## config.mk

```make
export PLATFORM = sky130hd
export DESIGN_NAME = seg_scan_capture_flat
export DESIGN_NICKNAME = d
export VERILOG_FILES = /design/src/rtl/seg_scan_capture_if.sv /design/src/rtl/seg_scan_capture.sv /design/src/flat_wrapper.sv
export SDC_FILE = /design/constraint.sdc
export NUM_CORES = 1
export LEC_CHECK = 0
export CAP_MARGIN = 10
export CORE_AREA = 2 2 97 122
export CTS_CLUSTER_SIZE = 30
export DETAILED_ROUTE_END_ITERATION = 6
export DIE_AREA = 0 0 99 124
export HOLD_SLACK_MARGIN = 0.15
export REMOVE_ABC_BUFFERS = 1
export SETUP_SLACK_MARGIN = 0.15
export SYNTH_ARGS = -nofsm -noshare
export SYNTH_HDL_FRONTEND = slang
export SYNTH_SLANG_ARGS = --single-unit
```

## constraint.sdc

```tcl
create_clock -name clk -period 4.8 [get_ports clk]
set_input_delay 0.48 -clock clk [delete_from_list [all_inputs] [get_ports clk]]
set_output_delay 0.48 -clock clk [all_outputs]
set_load 0.1 [all_outputs]
```

## src/rtl/seg_scan_capture_if.sv

```systemverilog
// seg_scan_capture_if: pin/readout bundle for the seven-segment scan capture block.
//   seg_n[6:0]  active-low segments (a..g in bits 0..6), driven by the display side
//   an_n[3:0]   active-low one-hot digit strobes
//   hex_out     recovered digits, digit i at [4i+3:4i]
//   valid/err   per-digit decode status
//   frame_done  one-cycle pulse when all four digits have been captured
//   timeout     no capture for the configured time
// master = the side driving the pins and reading results; slave = the capture block.
interface seg_scan_capture_if;
  logic [6:0]  seg_n;
  logic [3:0]  an_n;
  logic [15:0] hex_out;
  logic [3:0]  valid;
  logic [3:0]  err;
  logic        frame_done;
  logic        timeout;

  modport master (
    output seg_n, an_n,
    input  hex_out, valid, err, frame_done, timeout
  );

  modport slave (
    input  seg_n, an_n,
    output hex_out, valid, err, frame_done, timeout
  );
endinterface

```

## src/rtl/seg_scan_capture.sv

```systemverilog
// seg_scan_capture: reads back a multiplexed active-low 4-digit seven-segment bus
// and recovers the hex digits shown. Each strobed digit is qualified for stability,
// decoded from its glyph to a nibble, and unknown glyphs are flagged.
// Ports:
//   clk   system clock
//   rst   asynchronous reset, active-high
//   bus   seg_scan_capture_if.slave (seg_n/an_n in; hex_out/valid/err/frame_done/timeout out)
// Parameters: STABLE_CYC (identical samples to accept), TIMEOUT_CYC (0 = off), TO_W.
// Optional feature: define SEG_ALT_GLYPH_EN to also accept the alternate 9 (6F) and 7 (27) glyphs.
module seg_scan_capture #(
  parameter int unsigned STABLE_CYC  = 4,
  parameter int unsigned TIMEOUT_CYC = 1000000,
  parameter int unsigned TO_W        = 20
) (
  input  logic               clk,
  input  logic               rst,
  seg_scan_capture_if.slave  bus
);

  localparam int unsigned SC_W = $clog2(STABLE_CYC + 1);

  logic [6:0]      seg_s1, seg_s2;
  logic [3:0]      an_s1, an_s2;
  logic [SC_W-1:0] stab_cnt;
  logic [TO_W-1:0] to_cnt;
  logic [15:0]     hex_q;
  logic [3:0]      valid_q, err_q, seen_q;
  logic            frame_q, timeout_q;

  logic       legal_c, same_c, capture_c, expire_c, known_c;
  logic [1:0] dig_c;
  logic [3:0] nib_c, seen_nxt_c;
  logic [6:0] p_c;

  // Two-flop synchroniser on the pins
  always_ff @(posedge clk or posedge rst) begin
    if (rst) begin
      seg_s1 <= '0;
      seg_s2 <= '0;
      an_s1  <= '0;
      an_s2  <= '0;
    end else begin
      seg_s1 <= bus.seg_n;
      seg_s2 <= seg_s1;
      an_s1  <= bus.an_n;
      an_s2  <= an_s1;
    end
  end

  // Strobe legality, stability and glyph decode of the incoming sample
  always_comb begin
    legal_c = 1'b1;
    dig_c   = 2'd0;
    case (an_s1)
      4'b1110: dig_c = 2'd0;
      4'b1101: dig_c = 2'd1;
      4'b1011: dig_c = 2'd2;
      4'b0111: dig_c = 2'd3;
      default: legal_c = 1'b0;
    endcase
    // The sample entering the last stage is compared with the one already there
    same_c    = legal_c && (seg_s1 == seg_s2) && (an_s1 == an_s2);
    capture_c = same_c && (stab_cnt == SC_W'(STABLE_CYC - 1));
    expire_c  = (TIMEOUT_CYC != 0) && !capture_c && (to_cnt == TO_W'(TIMEOUT_CYC - 1));

    p_c     = ~seg_s1;
    known_c = 1'b1;
    nib_c   = 4'h0;
    case (p_c)
      7'h3F: nib_c = 4'h0;
      7'h06: nib_c = 4'h1;
      7'h5B: nib_c = 4'h2;
      7'h4F: nib_c = 4'h3;
      7'h66: nib_c = 4'h4;
      7'h6D: nib_c = 4'h5;
      7'h7D: nib_c = 4'h6;
      7'h07: nib_c = 4'h7;
      7'h7F: nib_c = 4'h8;
      7'h67: nib_c = 4'h9;
      7'h77: nib_c = 4'hA;
      7'h7C: nib_c = 4'hB;
      7'h39: nib_c = 4'hC;
      7'h5E: nib_c = 4'hD;
      7'h79: nib_c = 4'hE;
      7'h71: nib_c = 4'hF;
`ifdef SEG_ALT_GLYPH_EN
      7'h6F: nib_c = 4'h9;
      7'h27: nib_c = 4'h7;
`endif
      default: known_c = 1'b0;
    endcase

    seen_nxt_c = seen_q | (4'b0001 << dig_c);
  end

  // Stability counter saturates so a held digit captures only once
  always_ff @(posedge clk or posedge rst) begin
    if (rst) begin
      stab_cnt <= '0;
    end else if (!same_c) begin
      stab_cnt <= '0;
    end else if (stab_cnt != SC_W'(STABLE_CYC)) begin
      stab_cnt <= stab_cnt + SC_W'(1);
    end
  end

  // Capture, frame tracking and timeout; a capture beats a same-cycle expiry
  always_ff @(posedge clk or posedge rst) begin
    if (rst) begin
      to_cnt    <= '0;
      hex_q     <= '0;
      valid_q   <= '0;
      err_q     <= '0;
      seen_q    <= '0;
      frame_q   <= 1'b0;
      timeout_q <= 1'b0;
    end else begin
      frame_q <= 1'b0;
      if (capture_c) begin
        to_cnt    <= '0;
        timeout_q <= 1'b0;
        if (known_c) begin
          hex_q[{dig_c, 2'b00} +: 4] <= nib_c;
          valid_q[dig_c]             <= 1'b1;
          err_q[dig_c]               <= 1'b0;
        end else begin
          valid_q[dig_c] <= 1'b0;
          err_q[dig_c]   <= (p_c != 7'h00);
        end
        if (seen_nxt_c == 4'hF) begin
          frame_q <= 1'b1;
          seen_q  <= '0;
        end else begin
          seen_q <= seen_nxt_c;
        end
      end else begin
        if (to_cnt != TO_W'(TIMEOUT_CYC)) to_cnt <= to_cnt + TO_W'(1);
        if (expire_c) begin
          valid_q   <= '0;
          seen_q    <= '0;
          timeout_q <= 1'b1;
        end
      end
    end
  end

  assign bus.hex_out    = hex_q;
  assign bus.valid      = valid_q;
  assign bus.err        = err_q;
  assign bus.frame_done = frame_q;
  assign bus.timeout    = timeout_q;

endmodule

```

## src/flat_wrapper.sv

```systemverilog
// flat-port wrapper written by rule: the top's interface ports become plain ports
module seg_scan_capture_flat 
#(
  parameter int unsigned STABLE_CYC  = 4,
  parameter int unsigned TIMEOUT_CYC = 1000000,
  parameter int unsigned TO_W        = 20
)
  (clk, rst, bus_seg_n, bus_an_n, bus_hex_out, bus_valid, bus_err, bus_frame_done, bus_timeout);
  seg_scan_capture_if bus_i ();
  input  logic clk;
  input  logic rst;
  input wire logic [$bits(bus_i.seg_n)-1:0] bus_seg_n;
  input wire logic [$bits(bus_i.an_n)-1:0] bus_an_n;
  output wire logic [$bits(bus_i.hex_out)-1:0] bus_hex_out;
  output wire logic [$bits(bus_i.valid)-1:0] bus_valid;
  output wire logic [$bits(bus_i.err)-1:0] bus_err;
  output wire logic [$bits(bus_i.frame_done)-1:0] bus_frame_done;
  output wire logic [$bits(bus_i.timeout)-1:0] bus_timeout;
  assign bus_i.seg_n = bus_seg_n;
  assign bus_i.an_n = bus_an_n;
  assign bus_hex_out = bus_i.hex_out;
  assign bus_valid = bus_i.valid;
  assign bus_err = bus_i.err;
  assign bus_frame_done = bus_i.frame_done;
  assign bus_timeout = bus_i.timeout;
  seg_scan_capture #(.STABLE_CYC(STABLE_CYC), .TIMEOUT_CYC(TIMEOUT_CYC), .TO_W(TO_W)) u_core (.clk(clk), .rst(rst), .bus(bus_i));
endmodule
```

### After elaboration in Yosys (flattened, before gate mapping)

Index checks and enable logic that the tools add are counted.

| cells by class | value |
|---|---|
| $lt $le $gt $ge | 2 |
| reductions and logical operators | 12 |
| equality and inequality tests | 28 |
| shifts and indexed selects | 3 |
| muxes and demuxes | 22 |
| add/sub/neg operators | 3 |
| bitwise gates (word level) | 6 |

Operators with widths:

| kind | count |
|---|---|
| == test 7 bit, second input constant | 12 |
| one-hot mux 4 bit (15 select lines) | 1 |
| 2-to-1 mux 20 bit | 2 |
| 2-to-1 mux 4 bit | 6 |
| adder 20 x 1 -> 20 bit, second input constant | 1 |
| == test 20 bit, second input constant | 1 |
| != test 20 bit, second input constant | 1 |
| bitwise mux 16 bit | 1 |
| == test 4 bit, second input constant | 4 |
| OR reduction 16 bit | 1 |
| variable shift 4 x 6 -> 16 bit, first input constant | 1 |
| variable part select 4 x 6 -> 16 bit | 1 |
| == test 7 x 3 -> 1 bit, second input constant | 2 |
| == test 7 x 6 -> 1 bit, second input constant | 2 |
| bitwise AND 4 bit | 2 |
| OR 4 bit | 2 |
| == test 7 bit | 1 |
| 2-to-1 mux 1 bit | 7 |
| inverter 7 bit | 1 |
| nonzero test 7 bit | 1 |
| 2-to-1 mux 3 bit | 2 |
| negation 4 -> 6 bit | 1 |
| one-hot mux 2 bit (3 select lines) | 1 |
| logical AND 1 bit | 5 |
| 16 further kinds | 17 |

| word-level totals | value |
|---|---|
| word-level logic and storage cells | 88 |
| output and inout bits | 26 |
| register bits after elaboration | 75 |
| input bits | 13 |

### Depth between registers and ports, before layout

Gate-level depths: netlist (run 1).

| logic depth | value |
|---|---|
| depth in word-level cells | 10 |
| gate-level depth with buffers | 10 |
| depth with buffers taken out | 9 |

### Least setup slack after synthesis (run 1)

No wires, ideal clock.

| timing path | value |
|---|---|
| kind | flip-flop to flip-flop |
| from | reg u_core.seg_s1[0] |
| to | reg u_core.hex_q[12] (netlist: u_core.bus.hex_out[12]) |
| clock period less this slack | 2.270 ns |
| arrival time | 2.141 ns |
| required time | 4.672 ns |
| cell stages (with the launch flop) | 9 |
| path buffers | 2 |
| setup time | 0.128 ns |
| path slack | 2.530 ns |
| cell sequence | dfrtp_1 -> buf_4 -> and3b_1 -> a221oi_2 -> o211ai_1 -> or4b_1 -> buf_4 -> nand3_2 -> mux2_1 |

| between the ends | value |
|---|---|
| longest elaborated chain between the ends | 5 |
| elaborated cells between the ends (all ways) | 27 |
| classes of those cells | 17 x eq/ne; 1 x shift; 3 x mux; 1 x bitwise; 5 x reduce/logical |

RTL lines:

| what | line | source |
|---|---|---|
| start: declaration | seg_scan_capture.sv:22 | `logic [6:0] seg_s1, seg_s2;` |
| start signal: assignment | seg_scan_capture.sv:43 | `seg_s1 <= bus.seg_n;` |
| inverter 7 bit or == test 7 bit (tied branches) | seg_scan_capture.sv:66, seg_scan_capture.sv:62 |  |
| == test 7 bit (tied with other cells) | seg_scan_capture.sv:69 | `case (p_c)` |
| one-hot mux 4 bit (15 select lines) (tied with other cells) | seg_scan_capture.sv:69 |  |
| variable part select 4 x 6 -> 16 bit (tied with other cells) | seg_scan_capture.sv:123 | `hex_q[{dig_c, 2'b00} +: 4] <= nib_c;` |
| bitwise mux 16 bit or AND reduction 2 bit (tied branches) | n/a |  |
| end signal: indexed assignment | seg_scan_capture.sv:123 |  |
| end: declaration | seg_scan_capture.sv:26 | `logic [15:0] hex_q;` |

Parallel ways exist; a longest one is shown, timed or not.
A chain may end at the register's enable or synchronous reset.

### Worst setup path after layout (run 1)

| timing path | value |
|---|---|
| from | reg u_core.seg_s1[3] |
| to | reg u_core.hex_q[15] (netlist: u_core.bus.hex_out[15]) |

Same word-level chain as after synthesis.

==> results.json, run 1 <==
{
  "status": "completed",
  "finalMaxSlewViolations": 0,
  "cp.required_ns": 5.00,
  "synth_edf_count": 0,
  "tritoncts": "built",
  "setup_violations": 0,
  "synthTopCellsByArea": "dfrtp_1 49%, xor2_1 5.3%, nor2_1 4.9%",
  "ant_nets": 0,
  "port_buffers": 38,
  "syn_to_final_growth_pct": 19.9,
  "avgViaCountPerCell": 4.99,
  "drtIter0Drc": 140,
  "setup_ws_ns": 1.94,
  "wl_per_cell_um": 14.4,
  "fin_crit_ns": 2.86,
  "clock.fmax_ghz": 0.350,
  "ctsLongestPathBuffers": 2,
  "reg2reg_setup_slack_ns": 1.94,
  "drive_gt1_share_pct": 10.3,
  "drc_errors": 0,
  "post_cts_buffers": 0,
  "core_sq_um": 11000,
  "cts_buffers": 9,
  "leakagePower_uw": 0.00197,
  "globalplace.congestion": 0.765,
  "fin_area_sq_um": 4550,
  "maxSlewHeadroom_pct": 34.3,
  "peakVddDrop_mv": 0.157,
  "track_usage_pct": 13.4,
  "syn-instance-count": 357,
  "holdWs_ns": 0.491,
  "hold_start": "u_core.bus.hex_out[0]",
  "post_cts_resized": 0,
  "synth_area_sq_um": 3800,
  "overflow": 0,
  "r2r-start": "u_core.seg_s1[3]",
  "antenna_found_initial": 0,
  "insertion_delay_ns": 0.33,
  "syn_area_per_cell_sq_um": 10.6,
  "pre_cts_ws_ns": 1.92,
  "synthFlopType": "dfrtp_1",
  "placed_cell_area_sq_um": 4280,
  "fin_setup_tns_ns": 0,
  "max_slew.worst_pin.slew_ns": 0.982,
  "critPathLaunch": "u_core.seg_s1[3]",
  "start_kind": "flip-flop",
  "grt_pass1_vias": 2607,
  "die-area_sq_um": 12300,
  "cts_hold_buf": 0,
  "cap_violations": 0,
  "synth_cell_types": 49,
  "die_x_um": 99,
  "dr.pass1.iters": 4,
  "grt_pass1_wl_mm": 13.0,
  "ys_ff_latch": 75,
  "ys_async_sr_fraction_pct": 100,
  "crit_path_end_kind": "flip-flop",
  "grt_max_degree": 41,
  "fill_cells": 1039,
  "hold_violations": 0,
  "hold_path.class": "reg -> reg",
  "clock-sinks": 75,
  "fin_nets": 419,
  "synth.most_common_cell": "dfrtp_1",
  "io_pins": 39,
  "initial_core_util_pct": 34.4,
  "num_rows": 43,
  "synth_warnings": 0,
  "path_class": "reg -> reg",
  "yosys.area.top_type_share_pct": 49.4,
  "crit_fanout": 19,
  "cts.clk_slew.worst_paths_ns": 0.05,
  "finalCritPeriodShare_pct": 59.6,
  "synth_commonest_cells": "75 x dfrtp_1, 50 x nor2_1, 23 x xor2_1",
  "power.density_nw_per_um2": 293,
  "yosys.area.top_type": "dfrtp_1",
  "rsz0062_at_grt": "no",
  "dp_hpwl_mm": 5.44,
  "fin_worst_skew_ns": 0.0102,
  "root_buffer": "clkbuf_16",
  "diodes": 0,
  "htreeDepth": 3,
  "vias": 2660,
  "totalWireLength_mm": 7.68,
  "die_h_um": 124,
  "worstPathArrival_ns": 3.06,
  "yosysSeqAreaShare_pct": 49.4
}
[state kept, by name (all words and copies together) (netlist names)]
name,cells
u_core.bus.valid,4
u_core.seen_q,4
u_core.to_cnt,20
u_core.stab_cnt,3
u_core.bus.err,4
u_core.an_s2,4
u_core.seg_s1,7
u_core.an_s1,4
u_core.seg_s2,7
u_core.bus.frame_done,1
u_core.bus.timeout,1
u_core.bus.hex_out,16
[power by group]
group / switching [uW] / internal [uW] / leakage [uW]
Combinational: 39.3 / 28.2 / 0.000853
Clock: 247 / 361 / 0.000135
Sequential: 17.8 / 642 / 0.000983
Total: 304 / 1030 / 0.00197
[area by class of cell]
class / count / area [sq um] / share of cell area, %
inverters: 17 / 63.8 / 1.40
multi-input cells: 251 / 1780 / 39.0
clock buffers: 11 / 243 / 5.33
clock inverters: 4 / 27.5 / 0.605
flip-flops and latches: 75 / 1880 / 41.2
well taps: 135 / 169 / 3.71
repair buffers: 40 / 395 / 8.69
[worst max-delay path, cell delays in order, from the launching register on]
cell and delay, ns:
dfrtp_1 0.54, xor2_1 0.23, nor4_1 0.31, nand4_1 0.21
nor3_4 0.80, nand3_2 0.26, mux2_1 0.37
[cell families (layout without fill, tap and decap cells)]
kind of cell               count (synthesis)  after routing  synth area share, %
xor gates and xnor gates                  29             29                 6.69
AOI/OAI and AO/OA                         37             37                 6.43
DFF                                       75             75                 49.4
buffers and inverters                     31             72                 3.95
adders and majority gates                 12             12                 3.95
muxes                                     27             27                 8.67
and+or+nand+nor                          146            146                 20.9
[layout by cell type (no fill, tap or decap), types with 7 or more instances in the layout]
master and instances:
dfrtp_1 75, nor2_1 50, clkdlybuf4s50_1 38, xor2_1 23, nand2_1 21, nand3_1 16
inv_1 16, ha_1 12, o21ai_0 9, clkbuf_16 9, mux2_1 8, mux2_4 8
nor4_1 7, nand4_1 7, a21oi_1 7, mux2_2 7
[per-layer routing]
metal  up-vias  GRT usage, %  wire [um]
li1       1315             -          -
met1      1277          16.5       3490
met2        58          22.6       3790
met3        10          3.25        287
met4         0          5.14        116
met5         -             0          0
[path summary, 6_finish.rpt]
check / to / depth (start not counted)
max: u_core.bus.hex_out[15] / 6
min: u_core.bus.hex_out[0] / 1
max reg2reg: u_core.bus.hex_out[15] / 6
min reg2reg: u_core.bus.hex_out[0] / 1
max in group asynchronous: u_core.to_cnt[19] / 3
min in group asynchronous: u_core.to_cnt[5] / 2
[through the flow]
stage / instances / utilization (%) / total power, uW
after floorplan: 343 / - / 712
after global placement: 518 / 38.8 / 739
after detailed placement: 518 / 38.8 / 740
after CTS: 533 / 41.3 / 1350
after global routing: 533 / 41.3 / 1390
final: 533 / 41.3 / 1330
Note: power is estimated with default switching activity, not from simulation.
==> run 2: changes to the inputs <==
==> constraint.sdc (replaced) <==
create_clock -name clk -period 2.39 [get_ports clk]
set_input_delay 0.239 -clock clk [delete_from_list [all_inputs] [get_ports clk]]
set_output_delay 0.239 -clock clk [all_outputs]
set_load 0.1 [all_outputs]
==> run 2 against run 1 <==
  * Sequential share of layout area down 4.9 points
  * Register-to-register slack lost 1.8 ns
  * Clock power grew 150%
  * First-iteration DRC count down 21%
  * Core utilization up 5.7 points
  * Critical path depth up 3
  * Sequential cell count unchanged
  * Global-route usage increased by 1.8 points
  * Power grew 130%
  * Hold slack got worse by 0.19 ns
  * Count of clock-buffer cells in the layout is the same
  * Critical endpoint is now u_core.bus.hex_out[0]
  * Largest power group is now the clock network
==> results.json, run 2 (synthesized netlist as in run 1, its figures left out) <==
{
  "cap_violations": 0,
  "finalMaxSlewViolations": 0,
  "cts_buffers": 9,
  "port_buffers": 38,
  "cp.required_ns": 2.61,
  "diodes": 0,
  "fill_cells": 986,
  "power.density_nw_per_um2": 585,
  "initial_core_util_pct": 34.4,
  "track_usage_pct": 15.2,
  "syn_to_final_growth_pct": 36.3,
  "reg2reg_setup_slack_ns": 0.10,
  "insertion_delay_ns": 0.34,
  "grt_max_degree": 76,
  "dr.pass1.iters": 4,
  "seqCellArea_sq_um": 1880,
  "die_h_um": 124,
  "placed_cell_area_sq_um": 4430,
  "grt_pass1_wl_mm": 14.7,
  "worstPathArrival_ns": 2.51,
  "rsz0062_at_grt": "yes",
  "power_uw": 3030,
  "drtIter0Drc": 111,
  "path_class": "reg -> reg",
  "final_common_cell": "dfrtp_1",
  "drive_gt1_share_pct": 32.7,
  "clock-sinks": 75,
  "antenna_found_initial": 0,
  "totalWireLength_mm": 8.62,
  "clock.fmax_ghz": 0.437,
  "maxSlewHeadroom_pct": 66.3,
  "fin_setup_tns_ns": 0,
  "io_pins": 39,
  "hold_path.class": "in -> async",
  "leakagePower_uw": 0.00237,
  "overflow": 0,
  "ctsLongestPathBuffers": 2,
  "multiInputGateArea_sq_um": 1930,
  "tritoncts": "built",
  "root_buffer": "clkbuf_16",
  "fin_crit_ns": 2.29,
  "status": "completed",
  "grt_pass1_vias": 2997,
  "core_sq_um": 11000,
  "finalCritPeriodShare_pct": 95.7,
  "fin_worst_skew_ns": 0.00953,
  "max_slew.worst_pin.slew_ns": 0.498,
  "cts.clk_slew.worst_paths_ns": 0.06,
  "globalplace.congestion": 0.893,
  "regMostFlops": "u_core.to_cnt",
  "peakVddDrop_mv": 0.337,
  "die-area_sq_um": 12300,
  "ant_nets": 0,
  "avgViaCountPerCell": 5.00,
  "die_x_um": 99,
  "largest_reg_flops": 20,
  "cts_hold_buf": 0,
  "setup_violations": 0,
  "num_rows": 43,
  "crit_path_end_kind": "flip-flop",
  "start_kind": "flip-flop",
  "vias": 2906,
  "crit_fanout": 7,
  "final_cell_mix": "71 x dfrtp_1, 59 x buf_4, 45 x nor2_1, 23 x xor2_1, 19 x nand2_1",
  "wl_per_cell_um": 14.8,
  "dp_hpwl_mm": 5.81,
  "fin_nets": 466,
  "htreeDepth": 3,
  "fin_area_sq_um": 5180,
  "hold_violations": 0,
  "drc_errors": 0
}
run 2: cell count changes in the layout (fill, tap and decap cells not counted), sizes merged:
cell	before	now
clkbuf	11	12
buf	2	74
bufinv	0	2
inv	17	18
clkinv	4	2
clkdlybuf4s50	38	12
run 2: routing by layer:
metal  up-vias  routed length [um]  GRT usage, %
met2        57                4410          25.7
met3        13                 280          3.09
li1       1406                   -             -
met4         0                 152          6.76
met1      1430                3770          18.7
met5         -                   0             0
run 2: worst paths after layout:
path | startpoint | endpoint | depth (start not counted)
worst min-delay path | rst | u_core.to_cnt[5] | 3
worst max register to register | u_core.seg_s1[1] | u_core.bus.hex_out[0] | 9
max in group asynchronous | rst | u_core.seg_s1[1] | 3
worst min register to register | u_core.an_s1[2] | u_core.an_s2[2] | 0
worst max-delay path | u_core.seg_s1[1] | u_core.bus.hex_out[0] | 9
min in group clk | bus_seg_n[0] | u_core.seg_s1[0] | 1
run 2: power by group:
| part | switching [uW] | internal (uW) | leakage (uW) |
|---|---|---|---|
| clock network | 533 | 974 | 0.000166 |
| registers | 22.9 | 1290 | 0.000979 |
| logic | 110 | 96.6 | 0.00123 |
run 2: timing repair:
item / in CTS / in global routing
buffers inserted: 16 / 5
resized for setup: 29 / 31
endpoints found under the hold margin: 0 / 0
endpoints found under the setup margin: 28 / 52
pin swaps: 5 / 13
cloned: 0 / 1
run 2: through the flow:
step	cells	hold slack (ns)	utilization [%]	worst slack, ns
5_1_grt	581	0.321	46.9	0.00177
3_3_place_gp	543	0.475	40.2	0.0273
2_1_floorplan	343	0.270	-	-1.02
3_5_place_dp	543	0.476	40.2	-0.0154
6_report	581	0.303	46.9	0.102
4_1_cts	575	0.321	45.3	0.117
run 2: critical path, cell delays in order, from the launching register on:
cell and delay [ns]:
dfrtp_2 0.44, buf_6 0.15, xor2_1 0.15, nor4_1 0.27
nand4_1 0.21, nor3_4 0.24, buf_12 0.15, buf_12 0.10
nand3_4 0.11, mux2_4 0.34
run 2: area by class of cell:
cell class                 count  share of cell area (%)
inverter                      17                    1.23
clock buffer                  11                    4.88
timing repair buffer          87                    15.4
multi-input combinational    251                    37.2
sequential                    75                    36.4
tap                          135                    3.26
clock inverter                 5                    1.60
==> run 3: changes to the inputs <==
--- a/config.mk
+++ b/config.mk
@@ -5,11 +5,12 @@
 export SDC_FILE = /design/constraint.sdc
 export NUM_CORES = 1
 export LEC_CHECK = 0
+export ABC_AREA = 1
 export CAP_MARGIN = 10
-export CORE_AREA = 2 2 97 122
+export CORE_AREA = 2 2 104 131
 export CTS_CLUSTER_SIZE = 30
 export DETAILED_ROUTE_END_ITERATION = 6
-export DIE_AREA = 0 0 99 124
+export DIE_AREA = 0 0 106 133
 export HOLD_SLACK_MARGIN = 0.15
 export REMOVE_ABC_BUFFERS = 1
 export SETUP_SLACK_MARGIN = 0.15
==> run 3 against run 2 <==
  * First-iteration DRC count is 42% higher
  * Highest routed layer unchanged
  * Via count is 31% higher
  * Sequential cell count unchanged
  * Synthesized cell count increased by 71%
  * Clock skew shrank 0.0021 ns
  * Largest cell class unchanged
  * Critical endpoint is now u_core.bus.hex_out[3]
  * Global-route usage barely moved
  * Fmax is 13% higher
  * Power down 6.1%
==> results.json, run 3 <==
{
  "fin_worst_skew_ns": 0.00739,
  "hold_violations": 0,
  "leakagePower_uw": 0.00284,
  "post_cts_buffers": 0,
  "antenna_found_initial": 0,
  "rr_endpoint": "u_core.bus.hex_out[3]",
  "crit_path_max_incr_delay_ns": 0.43,
  "drc_errors": 0,
  "hold_path.class": "in -> async",
  "synth_warnings": 0,
  "dp_hpwl_mm": 7.60,
  "die_x_um": 106,
  "grt_max_degree": 36,
  "synthAdderAreaFrac_pct": 3.41,
  "insertion_delay_ns": 0.34,
  "rsz0062_at_grt": "yes",
  "slowest_stage": "dfrtp_1",
  "yosysSeqAreaShare_pct": 42.7,
  "clock.fmax_ghz": 0.492,
  "io_pins": 39,
  "maxSlewHeadroom_pct": 58.4,
  "grt_pass1_wl_mm": 17.2,
  "synth_edf_count": 0,
  "synth_compound_area_share_pct": 4.27,
  "synth.most_common_cell": "nand2_1",
  "r2r-start": "u_core.an_s1[3]",
  "die_h_um": 133,
  "synthTopCellsByArea": "dfrtp_1 43%, nand2_1 16%, inv_1 7.8%",
  "final_cell_mix": "183 x nand2_1, 90 x inv_1, 79 x nor2_1, 73 x dfrtp_1, 58 x nand3_1",
  "drive_gt1_share_pct": 14.8,
  "crit_chain": "nand2_1 -> inv_1 -> nand3_1 -> nand2_1 -> inv_1 -> ha_1 -> inv_1 -> nand3_1 -> a31oi_1 -> nand3_2 -> nand2_1",
  "synth-simple-area-share_pct": 37.7,
  "crit_fanout": 6,
  "regMostFlops": "u_core.to_cnt",
  "swShare_pct": 25.4,
  "fill_cells": 1347,
  "cts.clk_slew.worst_paths_ns": 0.06,
  "initial_core_util_pct": 33.9,
  "finalMaxSlewViolations": 0,
  "port_buffers": 38,
  "ctsLongestPathBuffers": 2,
  "synthMuxAreaShare_pct": 0,
  "fin_crit_ns": 2.03,
  "final_common_cell": "nand2_1",
  "num_rows": 47,
  "tritoncts": "built",
  "cts_hold_buf": 0,
  "totalWireLength_mm": 9.90,
  "p_clk_share_pct": 46.3,
  "p_int_uw": 2120,
  "overflow": 0,
  "syn-instance-count": 610,
  "clock-sinks": 75,
  "crit_path_end_kind": "flip-flop",
  "root_buffer": "clkbuf_16",
  "globalplace.congestion": 0.876,
  "ant_nets": 0,
  "synthFlopType": "dfrtp_1",
  "yosys.area.top_type": "dfrtp_1",
  "core_sq_um": 13000,
  "post_cts_resized": 0,
  "syn_area_per_cell_sq_um": 7.21,
  "die-area_sq_um": 14100,
  "synth_xor_area_share_pct": 1.99,
  "power.density_nw_per_um2": 544,
  "grt_pass1_vias": 3769,
  "synth_top_family_by_area": "simple AND/OR/NAND/NOR gates",
  "synth_area_sq_um": 4400,
  "synth_commonest_cells": "184 x nand2_1, 91 x inv_1, 79 x nor2_1",
  "reg2reg_setup_slack_ns": 0.36,
  "wl_per_cell_um": 11.9,
  "synth_cell_types": 36,
  "fin_nets": 682,
  "track_usage_pct": 15.2,
  "cap_violations": 0,
  "finish.utilization_pct": 40.2,
  "cts_buffers": 9,
  "peakVddDrop_mv": 0.248,
  "vias": 3804,
  "yosys.area.top_type_share_pct": 42.7,
  "diodes": 0,
  "ys_ff_latch": 75,
  "cp.required_ns": 2.67,
  "setup_violations": 0,
  "dr.pass1.iters": 4,
  "path_class": "reg -> reg",
  "status": "completed",
  "finalCritPeriodShare_pct": 85.0,
  "syn_to_final_growth_pct": 18.8,
  "avgViaCountPerCell": 4.57,
  "p_seq_share_pct": 46.2,
  "pwr-share-comb_pct": 7.5,
  "drtIter0Drc": 158,
  "fin_setup_tns_ns": 0,
  "ys_async_sr_fraction_pct": 100,
  "r2r_cells": 11,
  "max_slew.worst_pin.slew_ns": 0.619,
  "htreeDepth": 3,
  "start_kind": "flip-flop",
  "largest_reg_flops": 20,
  "p_switching_uw": 721,
  "worstPathArrival_ns": 2.31
}
[run 3: critical path, delay by kind of cell, from the launching register on]
family                   cells  cell delay [ns]
flip-flops                   1             0.43
AO/OA/AOI/OAI                1             0.22
AND/OR/NAND/NOR              6             0.59
adder cells (fa/ha/maj)      1             0.39
buffers and inverters        3             0.34
[run 3: per-layer routing]
metal	GRT usage, %	share of wire (%)	vias to the layer above
met5	0	0	-
met4	7.09	2.1	0
met3	2.46	3.0	17
met2	26.2	51	63
met1	18.4	44	1756
li1	-	-	1968
[run 3: cells by family after synthesis]
logic type | after synthesis
buffers and inverters | 109
XOR/XNOR | 10
adder cells (fa/ha/maj) | 12
flip-flops | 75
AND/OR/NAND/NOR | 370
AO/OA/AOI/OAI | 34
[run 3: power by group through the flow]
stage	Combinational, uW	Sequential [uW]	Clock, uW
2_1_floorplan	148	1330	0
3_3_place_gp	215	1340	0
3_5_place_dp	216	1340	0
4_1_cts	217	1310	1340
5_1_grt	243	1320	1410
6_report	214	1310	1310
[run 3: area by class of cell]
cell class	instances	area (sq um)	share of cell area, %
repair buffers	43	365	6.99
well taps	171	214	4.09
inverters	102	385	7.37
multi-input cells	426	2090	40.0
clock inverters	5	37.5	0.718
flip-flops and latches	75	1880	36.0
clock buffers	11	253	4.84
[run 3: worst max path at each step]
| stage | start | endpoint | slack [ns] | depth (start not counted) |
|---|---|---|---|---|
| after floorplan | rst | u_core.an_s1[0] | 0.24 | 1 |
| after CTS | u_core.an_s1[0] | u_core.bus.hex_out[4] | 0.22 | 11 |
| after detailed placement | u_core.an_s1[0] | u_core.bus.hex_out[4] | 0.24 | 11 |
| final | u_core.an_s1[3] | u_core.bus.hex_out[3] | 0.36 | 11 |
| after global routing | u_core.an_s1[2] | u_core.bus.hex_out[3] | 0.14 | 11 |
| after global placement | u_core.an_s1[1] | u_core.to_cnt[16] | 0.24 | 12 |
[run 3: stage by stage]
| step | setup WS, ns | cells | cell area (sq um) | hold slack, ns | total power [uW] |
|---|---|---|---|---|---|
| after global routing | 0.145 | 833 | 5230 | 0.328 | 2970 |
| after floorplan | 0.241 | 603 | 4340 | 0.270 | 1480 |
| after global placement | 0.242 | 817 | 4920 | 0.446 | 1550 |
| after CTS | 0.222 | 833 | 5210 | 0.322 | 2880 |
| after detailed placement | 0.244 | 817 | 4920 | 0.467 | 1550 |
| final | 0.358 | 833 | 5230 | 0.317 | 2840 |
